**src/rtl/fp_pkg.sv**
```systemverilog
// Shared definitions for the sequential floating-point adder:
// default field widths, FSM state encoding, unpacked operand view,
// flag bit positions and the canonical quiet NaN.
package fp_pkg;

    localparam int FP_EXP_W = 8;
    localparam int FP_MAN_W = 23;
    localparam int FP_BIAS  = 2 ** (FP_EXP_W - 1) - 1;

    // Bit positions inside the 3-bit flags word {invalid, overflow, inexact}
    localparam int FLAG_INVALID  = 2;
    localparam int FLAG_OVERFLOW = 1;
    localparam int FLAG_INEXACT  = 0;

    localparam logic [31:0] FP_QNAN = 32'h7FC0_0000;

    typedef enum logic [2:0] {
        ST_IDLE,
        ST_ALIGN,
        ST_ADD,
        ST_NORM,
        ST_ROUND,
        ST_DONE
    } fp_add_state_t;

    typedef struct packed {
        logic                sign;
        logic [FP_EXP_W-1:0] exp;
        logic [FP_MAN_W-1:0] man;
    } fp_unpacked_t;

    // Split a default-width word into its fields
    function automatic fp_unpacked_t fpUnpack(input logic [FP_EXP_W+FP_MAN_W:0] word);
        fp_unpacked_t u;
        u.sign = word[FP_EXP_W+FP_MAN_W];
        u.exp  = word[FP_EXP_W+FP_MAN_W-1:FP_MAN_W];
        u.man  = word[FP_MAN_W-1:0];
        return u;
    endfunction

endpackage

```
**src/rtl/fp_add_seq_normalizer.sv**
```systemverilog
// Combinational leading-zero counter plus left shift. The shifted output
// has its most significant set bit at the top; an all-zero input reports
// lzc = WIDTH and shifts out to zero.
module fp_normalizer #(
    parameter int WIDTH = 28,
    parameter int LZC_W = $clog2(WIDTH + 1)
) (
    input  logic [WIDTH-1:0] mantIn,
    output logic [WIDTH-1:0] mantOut,
    output logic [LZC_W-1:0] lzc
);

    // Highest set bit wins because it is visited last
    always_comb begin
        lzc = LZC_W'(WIDTH);
        for (int i = 0; i < WIDTH; i++) begin
            if (mantIn[i]) begin
                lzc = LZC_W'(WIDTH - 1 - i);
            end
        end
        mantOut = mantIn << lzc;
    end

endmodule

```
**src/rtl/fp_add_seq.sv**
```systemverilog
// Multi-cycle IEEE-754 add/subtract sequencer with valid/ready on both
// sides and one operation in flight. Fixed latency: accept at edge t,
// out_valid from edge t+5.
// Build option: define FP_ROUND_EN for round-to-nearest-even; otherwise
// the ROUND stage truncates (round toward zero) with unchanged latency.
module fp_add_seq
    import fp_pkg::*;
#(
    parameter int EXP_W = FP_EXP_W,
    parameter int MAN_W = FP_MAN_W
) (
    input  logic                     clk,
    input  logic                     rst,
    input  logic                     in_valid,
    output logic                     in_ready,
    input  logic [EXP_W+MAN_W:0]     a,
    input  logic [EXP_W+MAN_W:0]     b,
    input  logic                     sub,
    output logic                     out_valid,
    input  logic                     out_ready,
    output logic [EXP_W+MAN_W:0]     result,
    output logic [2:0]               flags
);

    localparam int W     = 1 + EXP_W + MAN_W;
    localparam int MW    = MAN_W + 4;              // hidden + man + G + R + S
    localparam int LZC_W = $clog2(MAN_W + 6);
    localparam int XW    = EXP_W + 2;              // signed working exponent

    localparam logic [EXP_W:0]         SHIFT_LIMIT = (EXP_W+1)'(MAN_W + 3);
    localparam logic signed [XW-1:0]   ONE_X       = XW'(1);
    localparam logic signed [XW-1:0]   ZERO_X      = XW'(0);
    localparam logic signed [XW-1:0]   EXP_MAX_X   = XW'((2 ** EXP_W) - 1);
    localparam logic [W-1:0]           QNAN_W      = {1'b0, {EXP_W{1'b1}}, 1'b1, {(MAN_W-1){1'b0}}};

    fp_add_state_t stateReg, stateNext;

    logic [W-1:0]          aReg, bReg;
    logic                  subReg;

    logic                  signXReg, effSubReg;
    logic [EXP_W-1:0]      expXReg;
    logic [MW-1:0]         mantXReg, mantYReg;
    logic                  specialReg, specialInvalidReg;
    logic [W-1:0]          specialWordReg;

    logic [MW:0]           sumReg;

    logic [MW-1:0]         normMantReg;
    logic signed [XW-1:0]  normExpReg;
    logic                  normZeroReg, normSignReg;

    logic [W-1:0]          resultReg;
    logic [2:0]            flagsReg;
    logic                  outValidReg;

    // ---------------- operand decode (A and effective B) ----------------
    logic [W-1:0]          opWord [2];
    logic                  opSign [2];
    logic [EXP_W-1:0]      opExp  [2];
    logic [MAN_W-1:0]      opMan  [2];
    logic                  opNan  [2];
    logic                  opInf  [2];
    logic                  opZero [2];

    assign opWord[0] = aReg;
    assign opWord[1] = {bReg[W-1] ^ subReg, bReg[W-2:0]};

    generate
        for (genvar gi = 0; gi < 2; gi++) begin : g_decode
            assign opSign[gi] = opWord[gi][W-1];
            assign opExp[gi]  = opWord[gi][W-2:MAN_W];
            assign opMan[gi]  = opWord[gi][MAN_W-1:0];
            assign opNan[gi]  = (&opExp[gi]) & (|opMan[gi]);
            assign opInf[gi]  = (&opExp[gi]) & ~(|opMan[gi]);
            // Denormals are treated as signed zero
            assign opZero[gi] = (opExp[gi] == '0);
        end
    endgenerate

    // ---------------- ALIGN: swap so X has the larger magnitude ----------------
    logic [EXP_W:0]  expDiff, shiftAmt;
    logic            swap;
    logic [MW-1:0]   yFull, yShift, alignY;
    logic            yLost;
    logic            specialNext, specialInvalidNext;
    logic [W-1:0]    specialWordNext;

    // Exponent compare, operand swap and sticky-preserving right shift of Y
    always_comb begin
        expDiff  = {1'b0, opExp[0]} - {1'b0, opExp[1]};
        swap     = expDiff[EXP_W] | ((expDiff == '0) & (opMan[0] < opMan[1]));
        shiftAmt = swap ? (~expDiff + 1'b1) : expDiff;
        yFull    = swap ? {1'b1, opMan[0], 3'b000} : {1'b1, opMan[1], 3'b000};
        yShift   = yFull >> shiftAmt;
        yLost    = ((yShift << shiftAmt) != yFull);
        if (shiftAmt >= SHIFT_LIMIT) begin
            alignY = {{(MW-1){1'b0}}, |yFull};
        end else begin
            alignY = {yShift[MW-1:1], yShift[0] | yLost};
        end
    end

    // NaN / Inf / zero operands bypass the datapath with a fixed answer
    always_comb begin
        specialNext        = 1'b1;
        specialInvalidNext = 1'b0;
        specialWordNext    = '0;
        if (opNan[0] | opNan[1] | (opInf[0] & opInf[1] & (opSign[0] != opSign[1]))) begin
            specialWordNext    = QNAN_W;
            specialInvalidNext = 1'b1;
        end else if (opInf[0]) begin
            specialWordNext = opWord[0];
        end else if (opInf[1]) begin
            specialWordNext = opWord[1];
        end else if (opZero[0] & opZero[1]) begin
            specialWordNext = {opSign[0] & opSign[1], {(W-1){1'b0}}};
        end else if (opZero[0]) begin
            specialWordNext = opWord[1];
        end else if (opZero[1]) begin
            specialWordNext = opWord[0];
        end else begin
            specialNext = 1'b0;
        end
    end

    // ---------------- NORM ----------------
    logic [MW:0]           shiftedSum;
    logic [LZC_W-1:0]      lzc;
    logic [MW-1:0]         normMantNext;
    logic signed [XW-1:0]  normExpNext, expWide, lzcWide;
    logic                  normZeroNext, normSignNext;

    fp_normalizer #(
        .WIDTH (MW + 1),
        .LZC_W (LZC_W)
    ) u_normalizer (
        .mantIn  (sumReg),
        .mantOut (shiftedSum),
        .lzc     (lzc)
    );

    // Carry: shift right keeping sticky; otherwise shift left by the lzc
    always_comb begin
        expWide      = $signed({2'b00, expXReg});
        lzcWide      = $signed({{(XW-LZC_W){1'b0}}, lzc});
        normSignNext = signXReg;
        normZeroNext = 1'b0;
        if (sumReg[MW]) begin
            normMantNext = {sumReg[MW:2], sumReg[1] | sumReg[0]};
            normExpNext  = expWide + ONE_X;
        end else begin
            normMantNext = {shiftedSum[MW:2], shiftedSum[1] | shiftedSum[0]};
            normExpNext  = expWide + ONE_X - lzcWide;
        end
        if (sumReg == '0) begin
            normZeroNext = 1'b1;
            normSignNext = 1'b0;
        end else if (normExpNext <= ZERO_X) begin
            normZeroNext = 1'b1;
        end
    end

    // ---------------- ROUND ----------------
    logic [MAN_W:0]        frac;
    logic                  grsAny, roundInc;
    logic [MAN_W+1:0]      rounded;
    logic signed [XW-1:0]  roundExp;
    logic [MAN_W-1:0]      manField;
    logic [W-1:0]          resultNext;
    logic [2:0]            flagsNext;

    // Rounding, renormalisation on carry-out, overflow to infinity
    always_comb begin
        frac   = normMantReg[MW-1:3];
        grsAny = |normMantReg[2:0];
`ifdef FP_ROUND_EN
        roundInc = normMantReg[2] & (normMantReg[1] | normMantReg[0] | frac[0]);
`else
        roundInc = 1'b0;
`endif
        rounded  = {1'b0, frac} + {{(MAN_W+1){1'b0}}, roundInc};
        roundExp = normExpReg + (rounded[MAN_W+1] ? ONE_X : ZERO_X);
        manField = rounded[MAN_W+1] ? rounded[MAN_W:1] : rounded[MAN_W-1:0];
        flagsNext = '0;
        if (specialReg) begin
            resultNext                = specialWordReg;
            flagsNext[FLAG_INVALID]   = specialInvalidReg;
        end else if (normZeroReg) begin
            resultNext                = {normSignReg, {(W-1){1'b0}}};
            flagsNext[FLAG_INEXACT]   = grsAny;
        end else if (roundExp >= EXP_MAX_X) begin
            resultNext                = {normSignReg, {EXP_W{1'b1}}, {MAN_W{1'b0}}};
            flagsNext[FLAG_OVERFLOW]  = 1'b1;
            flagsNext[FLAG_INEXACT]   = 1'b1;
        end else begin
            resultNext                = {normSignReg, roundExp[EXP_W-1:0], manField};
            flagsNext[FLAG_INEXACT]   = grsAny;
        end
    end

    // ---------------- FSM ----------------
    // State register
    always_ff @(posedge clk) begin
        if (rst) begin
            stateReg <= ST_IDLE;
        end else begin
            stateReg <= stateNext;
        end
    end

    // Next-state and ready decode
    always_comb begin
        stateNext = stateReg;
        in_ready  = 1'b0;
        case (stateReg)
            ST_IDLE: begin
                in_ready = 1'b1;
                if (in_valid) stateNext = ST_ALIGN;
            end
            ST_ALIGN: stateNext = ST_ADD;
            ST_ADD:   stateNext = ST_NORM;
            ST_NORM:  stateNext = ST_ROUND;
            ST_ROUND: stateNext = ST_DONE;
            ST_DONE: begin
                if (outValidReg && out_ready) stateNext = ST_IDLE;
            end
            default:  stateNext = ST_IDLE;
        endcase
    end

    // Per-stage datapath registers, loaded only in their own state
    always_ff @(posedge clk) begin
        case (stateReg)
            ST_IDLE: begin
                if (in_valid) begin
                    aReg   <= a;
                    bReg   <= b;
                    subReg <= sub;
                end
            end
            ST_ALIGN: begin
                signXReg          <= swap ? opSign[1] : opSign[0];
                expXReg           <= swap ? opExp[1]  : opExp[0];
                mantXReg          <= swap ? {1'b1, opMan[1], 3'b000} : {1'b1, opMan[0], 3'b000};
                mantYReg          <= alignY;
                effSubReg         <= opSign[0] ^ opSign[1];
                specialReg        <= specialNext;
                specialInvalidReg <= specialInvalidNext;
                specialWordReg    <= specialWordNext;
            end
            ST_ADD: begin
                sumReg <= effSubReg ? ({1'b0, mantXReg} - {1'b0, mantYReg})
                                    : ({1'b0, mantXReg} + {1'b0, mantYReg});
            end
            ST_NORM: begin
                normMantReg <= normMantNext;
                normExpReg  <= normExpNext;
                normZeroReg <= normZeroNext;
                normSignReg <= normSignNext;
            end
            default: ;
        endcase
    end

    // Output registers: result captured leaving ROUND, valid raised one cycle into DONE
    always_ff @(posedge clk) begin
        if (rst) begin
            resultReg   <= '0;
            flagsReg    <= '0;
            outValidReg <= 1'b0;
        end else begin
            if (stateReg == ST_ROUND) begin
                resultReg <= resultNext;
                flagsReg  <= flagsNext;
            end
            if (stateReg == ST_DONE && !outValidReg) begin
                outValidReg <= 1'b1;
            end else if (stateReg == ST_DONE && out_ready) begin
                outValidReg <= 1'b0;
            end
        end
    end

    assign out_valid = outValidReg;
    assign result    = resultReg;
    assign flags     = flagsReg;

endmodule

```
**config.mk**
```make
export PLATFORM = sky130hd
export DESIGN_NAME = fp_add_seq
export DESIGN_NICKNAME = d
export VERILOG_FILES = /design/src/rtl/fp_pkg.sv /design/src/rtl/fp_add_seq_normalizer.sv /design/src/rtl/fp_add_seq.sv
export SDC_FILE = /design/constraint.sdc
export NUM_CORES = 1
export LEC_CHECK = 0
export CAP_MARGIN = 10
export CORE_MARGIN = 5
export CORE_UTILIZATION = 47
export CTS_BUF_LIST = sky130_fd_sc_hd__clkbuf_4
export CTS_CLUSTER_SIZE = 25
export DETAILED_ROUTE_END_ITERATION = 8
export GPL_TIMING_DRIVEN = 0
export HOLD_SLACK_MARGIN = 0.06
export PLACE_DENSITY = 0.75
export SLEW_MARGIN = 20
export SYNTH_ARGS = -nofsm -noshare
export SYNTH_HDL_FRONTEND = slang
export SYNTH_SLANG_ARGS = --single-unit
export TNS_END_PERCENT = 10
```
**constraint.sdc**
```tcl
create_clock -name clk -period 23.6 [get_ports clk]
set_input_delay 2.36 -clock clk [delete_from_list [all_inputs] [get_ports clk]]
set_output_delay 2.36 -clock clk [all_outputs]
set_load 0.01 [all_outputs]
```
==> results.md, run 1 <==
* Outcome: finished clean
* Avg Inst Size Synth at 9.03 µm²
* Synth warn at 0
* WL met2 at 35,300 µm
* Largest area contributor in the synthesized netlist: edfxtp_1
* Global-route wire length before repair at 113,000 µm
* Clock Power Share at 0.187
* Crit-path max FO at 10
* Metal3 WL at 7020 µm
* Area Overhead vs Synth at 15.0%
* Part of the cycle the worst path needs at 0.335
* Core region area at 39,800 µm²
* Max transition margin at 0.232
* Min cycle time layout at 7.92 ns
* Synth top area share at 0.356
* CTS buffer count at 71
* Main area contributors after synthesis: edfxtp_1 (36%), mux2i_1 (5.8%), nor2_1 (5.0%)
* # clock sinks at 264
* CP endpoint kind: flip-flop
* Switching share of power at 0.480
* EDFF count, synth at 225
* Post_cts resized at 0
* Int Power at 1.19 mW
* Avg Vias per Cell at 6.52
* # rows at 73
* Slew at the pin closest to its max-slew limit at 1.14 ns
* GRT Util Overall at 0.339
* Mapped Cells at 2,100
* Antenna-violating nets left at 0
* Register area share after synthesis at 0.397
* Hpwl dp at 61,000 µm
* Metal1 wirelength at 30,400 µm
* Placed cell count at 2,743
* Vias in the first global route at 17.9k
* Synth Flop Type: edfxtp_1
* Initial core utilization at 0.476
* P_leak at 7.91 nW
* CTS tree: yes
* Crit path DAT at 8.37 ns
* Comb power frac at 0.531
* Post-CTS Setup Repair Bufs at 0
* Total grt overflow at 0
* Port buffer count at 104
* Dpl ws at 16.05 ns
* Clk buf depth at 3
* Post-route setup TNS at 0 ns
* Hold-fix buffers at CTS at 0
* Die Y at 211 µm
* Clock Latency Late Sink at 0.79 ns
* # setup viols final at 0
* Final worst-path setup slack at 15.68 ns
* Via count at 18.7k
* Largest net degree at the start of global routing at 46
* Switching pwr at 1.10 mW
* RePlAce Congestion at 1.03
* RSZ-0062 raised after global routing: false
* DRC errors left at 0
* Post-Syn Nets at 2,235
* Yosys reg bits at 264
* Most common cell in the netlist: nor2_1
* WL final at 77,800 µm
* Startpoint types: flip-flop
* Sequential Power Share at 0.282
* Routed length per instance at 27.1 µm
* VDD IR max at 0.0000835 V
* Final Core Density at 0.548
* DRT Pass-1 Iters at 7
* # IOs at 106
* Fmax at 126 MHz
* # H-tree levels at 3
* CP Class: flip-flop to flip-flop
* Hold Fails Final Rpt at 0
* Fraction of layout cells with a size suffix above 1 at 0.0917
* Clock skew at 0.0907 ns
* Netlist cell types at 90
* Synthesized area at 19,000 µm²
* Fillers at 3,672
* Die Width at 211 µm
* Final nets at 2,426
* Commonest cells post-synth: nor2_1 (255), edfxtp_1 (225), nand2_1 (190)
* Hold Path Class: flip-flop to flip-flop
* Final slew viol count at 0
* Data required, critical path at 24.05 ns
* Worst-path clk slew at 0.07 ns
* FF/Latch Area at 7540 µm²
* Top Metal Used: met4
* 1st-iter DRT viols at 2,584
* Root Buffer: clkbuf_4
* Area of the multi-input gates at 10,600 µm²
* Die ar. at 44,500 µm²
* Pwr Density at 105 nW/µm²
* Post-synth ARST share at 0
* Maxcap violations at 0
* Fin cells at 2,870
* Initial antenna violation count at 1
-- layout by cell type (no fill, tap or decap), drive strengths merged, types with 55 or more instances in the layout --
cell type and n:
nor2 256, a21oi 120, inv 78, nand3 67, mux2i 110, nor3 82
clkdlybuf4s50 104, edfxtp 225, xnor2 55, clkbuf 196, ha 64, nand2 190
o21ai 137
-- worst max-delay path, stage by stage, from the launching register on --
cell,delay [ns]
edfxtp_1,0.46
inv_1,0.15
ha_1,0.22
inv_1,0.07
fa_1,0.56
inv_1,0.20
buf_1,0.55
ha_1,0.29
nand2_1,0.15
or4_1,0.42
buf_2,0.17
a211oi_4,0.45
a21o_1,0.18
buf_4,0.17
mux2i_2,0.82
nand4_1,0.16
nand3_1,0.49
a22oi_1,0.34
o221ai_1,0.57
nand2_1,0.19
o211ai_1,0.25
o2111ai_1,0.18
nor4_1,0.35
nand4_1,0.18
-- metrics by stage --
step           area [µm²]  power (mW)  hold WS [ns]
6_report            21800        2.30         0.469
5_1_grt             21800        2.39         0.511
4_1_cts             21800        2.26         0.475
3_5_place_dp        20800        1.82         0.467
3_3_place_gp        20700        1.82         0.467
2_1_floorplan       19000        1.38         0.476
-- final timing paths --
| kind | from | cells after the start | endpoint | slack [ns] |
|---|---|---|---|---|
| worst min-delay path | flags[2] | 2 | flags[2] | 0.47 |
| worst max register to register | aReg[23] | 23 | mantYReg[0] | 15.68 |
| worst min register to register | flags[2] | 2 | flags[2] | 0.47 |
| worst max-delay path | aReg[23] | 23 | mantYReg[0] | 15.68 |
-- per-layer routing --
layer | vias up | track usage
li1 | 8419 | -
met1 | 8872 | 0.435
met2 | 1140 | 0.540
met3 | 274 | 0.0631
met4 | 0 | 0.195
met5 | - | 0
-- power by group through the flow --
stage / registers (mW) / logic [mW] / clock network (mW)
after floorplan: 0.632 / 0.747 / 0
after global placement: 0.661 / 1.16 / 0
after detailed placement: 0.654 / 1.17 / 0
after CTS: 0.644 / 1.17 / 0.440
after global routing: 0.651 / 1.27 / 0.466
final: 0.648 / 1.22 / 0.430
-- kinds of logic after synthesis --
kind of cell | Yosys count | share of synthesized area
AND/OR/NAND/NOR | 746 | 0.180
AO/OA/AOI/OAI | 609 | 0.221
flip-flops | 264 | 0.397
buffers and inverters | 203 | 0.0448
multiplexers | 142 | 0.0801
XOR/XNOR | 70 | 0.0323
adder cells (fa/ha/maj) | 66 | 0.0443
-- layout make-up --
| cell class | instances | share of cell area |
|---|---|---|
| flip-flops and latches | 264 | 0.345 |
| clock buffers | 100 | 0.0344 |
| diodes | 1 | 0.000115 |
| plain buffers | 127 | 0.0259 |
| clock inverters | 26 | 0.00958 |
| repair buffers | 118 | 0.0540 |
| well taps | 525 | 0.0301 |
| multi-input cells | 1633 | 0.487 |
| inverters | 76 | 0.0131 |
-- registers in the layout (all words and copies together) (netlist names), 8 cells and up --
register and cells:
aReg 32, bReg 32, result 32, specialWordReg 32, sumReg 28, mantYReg 27, normMantReg 26, mantXReg 23
normExpReg 10, expXReg 8
(Power assumes the default switching activity.)
==> inputs of run 2 (changes only) <==
- PLACE_DENSITY: 0.75 -> 0.78
- clock period: 23.6 -> 6.9 ns (I/O delays scaled with it)
==> run 2 against run 1 <==
Core utilization grew 0.19 points. Sequential power grew to 3.4 times the previous value. Via count grew 0.44%. Setup slack lost 16 ns. Final cell count shrank 0.14%. First-iteration DRC count shrank 6.7%. Clock power grew to 3.2 times the previous value. Critical endpoint unchanged. Highest routed layer unchanged.
==> results.md, run 2 (synthesized netlist as in run 1, its figures left out) <==
* Initial antenna violation count at 2 (+1)
* Slew at the pin closest to its max-slew limit at 1.05 ns (-0.0914 ns)
* Data required, critical path at 7.36 ns (-16.69 ns)
* Die ar. at 44,500 µm² (unchanged)
* VDD IR max at 0.000336 V (+300%)
* DRT Pass-1 Iters at 7 (unchanged)
* Commonest non-fill, non-tap cells in the layout: nor2_1 (249), edfxtp_1 (225), nand2_1 (190)
* # clock sinks at 264 (unchanged)
* CP Class: flip-flop to flip-flop
* Largest net degree at the start of global routing at 61 (+33%)
* Final nets at 2,421 (-0.21%)
* Min cycle time layout at 6.75 ns (-1.16 ns)
* Fillers at 3,648 (-0.65%)
* Core region area at 39,800 µm² (unchanged)
* # H-tree levels at 3 (unchanged)
* Max transition margin at 0.294 (+0.0615)
* Leading cell type in the layout, fill and taps excluded: nor2_1
* Final hold slack at 0.400 ns (-0.0689 ns)
* Hold-fix buffers at CTS at 0 (unchanged)
* Worst-path clk slew at 0.07 ns (about the same)
* # setup viols final at 0 (unchanged)
* Startpoint types: flip-flop
* Maxcap violations at 0 (unchanged)
* Antenna-violating nets left at 0 (unchanged)
* Placed cell count at 2,739 (-0.15%)
* Clock Latency Late Sink at 0.75 ns (-0.04 ns)
* GRT Util Overall at 0.325 (-0.0148)
* Total grt overflow at 0 (unchanged)
* Clock skew at 0.0616 ns (-0.0292 ns)
* Crit-path max FO at 14 (+4)
* P_leak at 7.89 nW (-0.17%)
* Die Width at 211 µm (unchanged)
* Clk buf depth at 3 (unchanged)
* # IOs at 106 (unchanged)
* Routed length per instance at 25.9 µm (-4.5%)
* Part of the cycle the worst path needs at 0.979 (+0.643)
* Root Buffer: clkbuf_4
* Crit path DAT at 7.21 ns (-1.16 ns)
* 1st-iter DRT viols at 2,412 (-6.7%)
* Vias in the first global route at 18.1k (+0.93%)
* CTS tree: yes
* Hold Path Class: input port to flip-flop
* Fin cells at 2,866 (-0.14%)
* Port buffer count at 104 (unchanged)
* # rows at 73 (unchanged)
* RePlAce Congestion at 1.05 (+2.7%)
* CP endpoint kind: flip-flop
* Area Overhead vs Synth at 15.4%
* CTS buffer count at 70 (-1.4%)
* Hold Fails Final Rpt at 0 (unchanged)
* DRC errors left at 0 (unchanged)
* Final slew viol count at 0 (unchanged)
* Initial core utilization at 0.476 (unchanged)
* WL final at 74,200 µm (-4.7%)
* Outcome: finished clean
* Die Y at 211 µm (unchanged)
* Pwr Density at 353 nW/µm² (+230%)
* Global-route wire length before repair at 111,000 µm (-2.4%)
* Avg Vias per Cell at 6.56 (+0.58%)
* Fmax at 148 MHz (+17%)
* Fraction of layout cells with a size suffix above 1 at 0.0962 (+0.00451)
* Hpwl dp at 58,200 µm (-4.5%)
* Via count at 18.8k (+0.44%)
-- run 2: cell types whose count changed in the layout (fill, tap and decap cells not counted), moves of 5 or more --
cell      change
buf_4         -9
buf_8         +5
clkbuf_1      -6
clkbuf_2      +6
clkinv_1      +5
nor2_1        -5
-- run 2: per-stage QoR --
step	setup WS (ns)	TNS (ns)	power (mW)	util	instance area, µm²
4_1_cts	0.0522	0	7.54	0.548	21800
2_1_floorplan	1.19	0	4.71	-	19000
3_3_place_gp	-0.965	-0.965	6.11	0.519	20700
5_1_grt	-0.00495	-0.00495	8.04	0.550	21900
3_5_place_dp	-0.967	-0.967	6.12	0.524	20900
6_report	0.146	0	7.72	0.550	21900
-- run 2: area by class of cell --
class | instances | area (µm²) | share of cell area
Inverter | 76 | 289 | 0.0132
Buffer | 126 | 568 | 0.0259
Timing Repair Buffer | 115 | 1200 | 0.0547
Clock inverter | 28 | 193 | 0.00880
Sequential cell | 264 | 7540 | 0.344
Clock buffer | 96 | 721 | 0.0329
Antenna cell | 3 | 7.51 | 0.000343
Multi-Input combinational cell | 1633 | 10700 | 0.490
Tap cell | 525 | 657 | 0.0300
-- run 2: power breakdown --
part	internal (mW)	switching (mW)	total, mW	leakage [nW]
sequential	2.00	0.214	2.22	2.43
clock	0.732	0.662	1.39	0.535
combinational	1.31	2.80	4.11	4.93
total	4.05	3.68	7.72	7.89
-- run 2: final timing paths --
path	slack (ns)	cells after the start	startpoint	endpoint
hold / removal	0.40	2	rst	result[14]
setup reg to reg	0.15	23	aReg[23]	mantYReg[0]
hold reg to reg	0.48	2	flags[2]	flags[2]
setup / recovery	0.15	23	aReg[23]	mantYReg[0]
-- run 2: what timing repair did --
| action | CTS | global route |
|---|---|---|
| gates cloned | 0 | 0 |
| setup endpoints to repair | 1 | 1 |
| setup buffers | 0 | 1 |
| pin swaps | 0 | 1 |
| resized for setup | 10 | 20 |
-- run 2: worst max-delay path, cell delays in order (launching register included) --
cell and delay (ns):
edfxtp_1 0.50, inv_1 0.14, ha_1 0.19, inv_1 0.06, fa_1 0.58, clkinvlp_4 0.33
ha_1 0.23, nand2_1 0.14, or4_1 0.42, buf_2 0.17, a211oi_4 0.37, a21o_1 0.18
buf_4 0.19, mux2i_1 0.29, clkbuf_2 0.37, nand2_1 0.23, o31ai_1 0.51, o31ai_1 0.26
a32oi_2 0.41, a21oi_1 0.13, a211oi_1 0.24, o21ai_1 0.12, nor4_1 0.29, nand4_1 0.14
-- run 2: metal layers --
metal | up-vias | global-route usage | wire length (µm) | part of all wire
li1 | 8415 | - | - | -
met1 | 8854 | 0.412 | 28700 | 0.39
met2 | 1225 | 0.521 | 33500 | 0.45
met3 | 294 | 0.0573 | 6830 | 0.092
met4 | 0 | 0.191 | 5240 | 0.071
met5 | - | 0 | 0 | 0
==> inputs of run 3 (changes only) <==
- PLACE_DENSITY: 0.78 -> 0.75
- REMOVE_ABC_BUFFERS: not set -> 1
- clock period: 6.9 -> 7.7 ns (I/O delays scaled with it)
==> run 3 against run 2 <==
Power down 12%. Worst hold slack better by 0.094 ns. Via count shrank 3.1%. Non-clock buffer count decreased by 101. Combinational power down 12%. Wire length shrank 4.3%. Count of clock-buffer cells in the layout fell by 8. Setup slack better by 0.28 ns. Fmax is 7.1% lower. Register-to-register slack gained 0.28 ns. Sequential power fell by 10%. Sequential cell count did not move. Largest cell class unchanged.
==> results.md, run 3 (synthesized netlist as in run 1, its figures left out) <==
* Outcome: finished clean
* Startpoint types: flip-flop
* Routed length per instance at 25.7 µm (-0.78%)
* Final slew viol count at 0 (unchanged)
* Crit path DAT at 7.87 ns (+0.66 ns)
* Via count at 18.2k (-3.1%)
* # rows at 73 (unchanged)
* Total chip power at 6.82 mW (-12%)
* # clock sinks at 264 (unchanged)
* Post-route setup TNS at 0 ns (unchanged)
* Final worst-path setup slack at 0.431 ns (+0.285 ns)
* Clock skew at 0.0592 ns (-0.00236 ns)
* DRT Pass-1 Iters at 6 (-1)
* Hpwl dp at 53,600 µm (-8.0%)
* FF/Latch Area at 7540 µm² (unchanged)
* Area of the multi-input gates at 10,800 µm² (+0.96%)
* Clk buf depth at 3 (unchanged)
* Design Area, Final at 21,800 µm² (-0.53%)
* Leading cell type in the layout, fill and taps excluded: nor2_1
* Global-route wire length before repair at 105,000 µm (-4.9%)
* P_leak at 7.84 nW (-0.63%)
* Slew at the pin closest to its max-slew limit at 1.13 ns (+0.0836 ns)
* Final Core Density at 0.547 (-0.00292)
* Max transition margin at 0.237 (-0.0573)
* # IOs at 106 (unchanged)
* CTS tree: yes
* VDD IR max at 0.000252 V (-25%)
* Worst-path clk slew at 0.06 ns (about the same)
* Die Y at 211 µm (unchanged)
* Avg Vias per Cell at 6.58 (+0.40%)
* Placed cell count at 2,635 (-3.8%)
* Data required, critical path at 8.30 ns (+0.94 ns)
* Post-place instance area at 20,800 µm² (-0.29%)
* Root Buffer: clkbuf_4
* CP Capture Point: mantYReg[0]
* Dpl ws at -0.360 ns (+0.607 ns)
* GRT Util Overall at 0.310 (-0.0148)
* Core region area at 39,800 µm² (unchanged)
* Final hold slack at 0.494 ns (+0.0938 ns)
* Area Overhead vs Synth at 14.8%
* Maxcap violations at 0 (unchanged)
* # setup viols final at 0 (unchanged)
* 1st-iter DRT viols at 2,424 (+0.50%)
* Die ar. at 44,500 µm² (unchanged)
* Initial core utilization at 0.476 (unchanged)
* Port buffer count at 105 (+0.96%)
* RR Startpoint: aReg[23]
* Hold-fix buffers at CTS at 0 (unchanged)
* Fin cells at 2,765 (-3.5%)
* CTS buffer count at 68 (-2.9%)
* Clock Latency Late Sink at 0.76 ns (about the same)
* R2R Setup Slk at 0.43 ns (+0.28 ns)
* Largest net degree at the start of global routing at 48 (-21%)
* Reg2reg path depth at 21 (-8.7%)
* Fmax at 138 MHz (-7.1%)
* Fillers at 3,604 (-1.2%)
* Final nets at 2,320 (-4.2%)
* Pwr Density at 313 nW/µm² (-11%)
* Antenna-violating nets left at 0 (unchanged)
* CP startpoint: aReg[23]
* CP endpoint kind: flip-flop
* Vias in the first global route at 17.1k (-5.1%)
* DRC errors left at 0 (unchanged)
* Reg2reg end: mantYReg[0]
* WL final at 71,000 µm (-4.3%)
* Hold Path Class: flip-flop to flip-flop
* Hold Fails Final Rpt at 0 (unchanged)
* Initial antenna violation count at 4 (+2)
* RePlAce Congestion at 1.00 (-5.0%)
* CP Class: flip-flop to flip-flop
* Commonest non-fill, non-tap cells in the layout: nor2_1 (251), edfxtp_1 (225), nand2_1 (190)
* Crit-path max FO at 21 (+7)
* Part of the cycle the worst path needs at 0.944 (-0.0348)
* Fraction of layout cells with a size suffix above 1 at 0.102 (+0.00578)
* Total grt overflow at 0 (unchanged)
* Min cycle time layout at 7.27 ns (+0.515 ns)
* RSZ-0062 raised after global routing: false
* Die Width at 211 µm (unchanged)
* # H-tree levels at 3 (unchanged)
## run 3: cell count changes in the layout (fill, tap and decap cells not counted), sizes merged
| cell | before | now |
|---|---|---|
| clkinv | 26 | 27 |
| buf | 41 | 36 |
| o211a | 4 | 5 |
| o211ai | 25 | 26 |
| clkbuf | 192 | 88 |
| diode | 3 | 5 |
| inv | 74 | 77 |
## run 3: worst min-delay path by stage
stage,start,end,cells past startpoint
floorplan,flags[2],flags[2],2
global placement,flags[2],flags[2],2
detailed placement,flags[0],flags[0],2
CTS,rst,flags[0],2
global route,a[31],aReg[31],1
finish,result[17],result[17],2
## run 3: cell type report
| cell class | instances | share of cell area |
|---|---|---|
| inverters | 76 | 0.0133 |
| clock inverters | 32 | 0.00948 |
| clock buffers | 88 | 0.0303 |
| multi-input cells | 1635 | 0.497 |
| repair buffers | 140 | 0.0729 |
| diodes | 5 | 0.000575 |
| flip-flops and latches | 264 | 0.346 |
| well taps | 525 | 0.0302 |
## run 3: repair_timing
item                                    CTS  global route
endpoints found under the hold margin     0             0
setup buffers                             2             1
endpoints found under the setup margin    1             1
resized for setup                         4             4
cloned                                    1             1
pin swaps                                 2             1
## run 3: worst max-delay path: stages (launching register included)
cell	delay, ns
edfxtp_1	0.45
inv_1	0.14
ha_4	0.16
inv_1	0.06
fa_2	0.69
clkinvlp_4	0.20
ha_1	0.16
nand2_1	0.32
or4_1	0.68
a211oi_4	0.53
a21oi_4	0.31
buf_16	0.27
o211ai_4	0.51
mux2_2	0.43
and2_1	0.16
nor3_1	0.82
o211ai_1	0.28
nand2_1	0.17
o21ai_0	0.09
a221oi_1	0.48
nor4_1	0.11
nand4_1	0.10
## run 3: per-layer routing
layer,GRT usage,up-vias,part of all wire
met5,0,-,0
met4,0.189,0,0.074
met3,0.0474,273,0.089
met2,0.491,1069,0.45
met1,0.401,8628,0.39
li1,-,8228,-
## run 3: where the power goes
part	internal (mW)	switching [mW]	total, mW
Clock	0.615	0.603	1.22
Sequential	1.79	0.199	1.99
Combinational	1.20	2.41	3.61
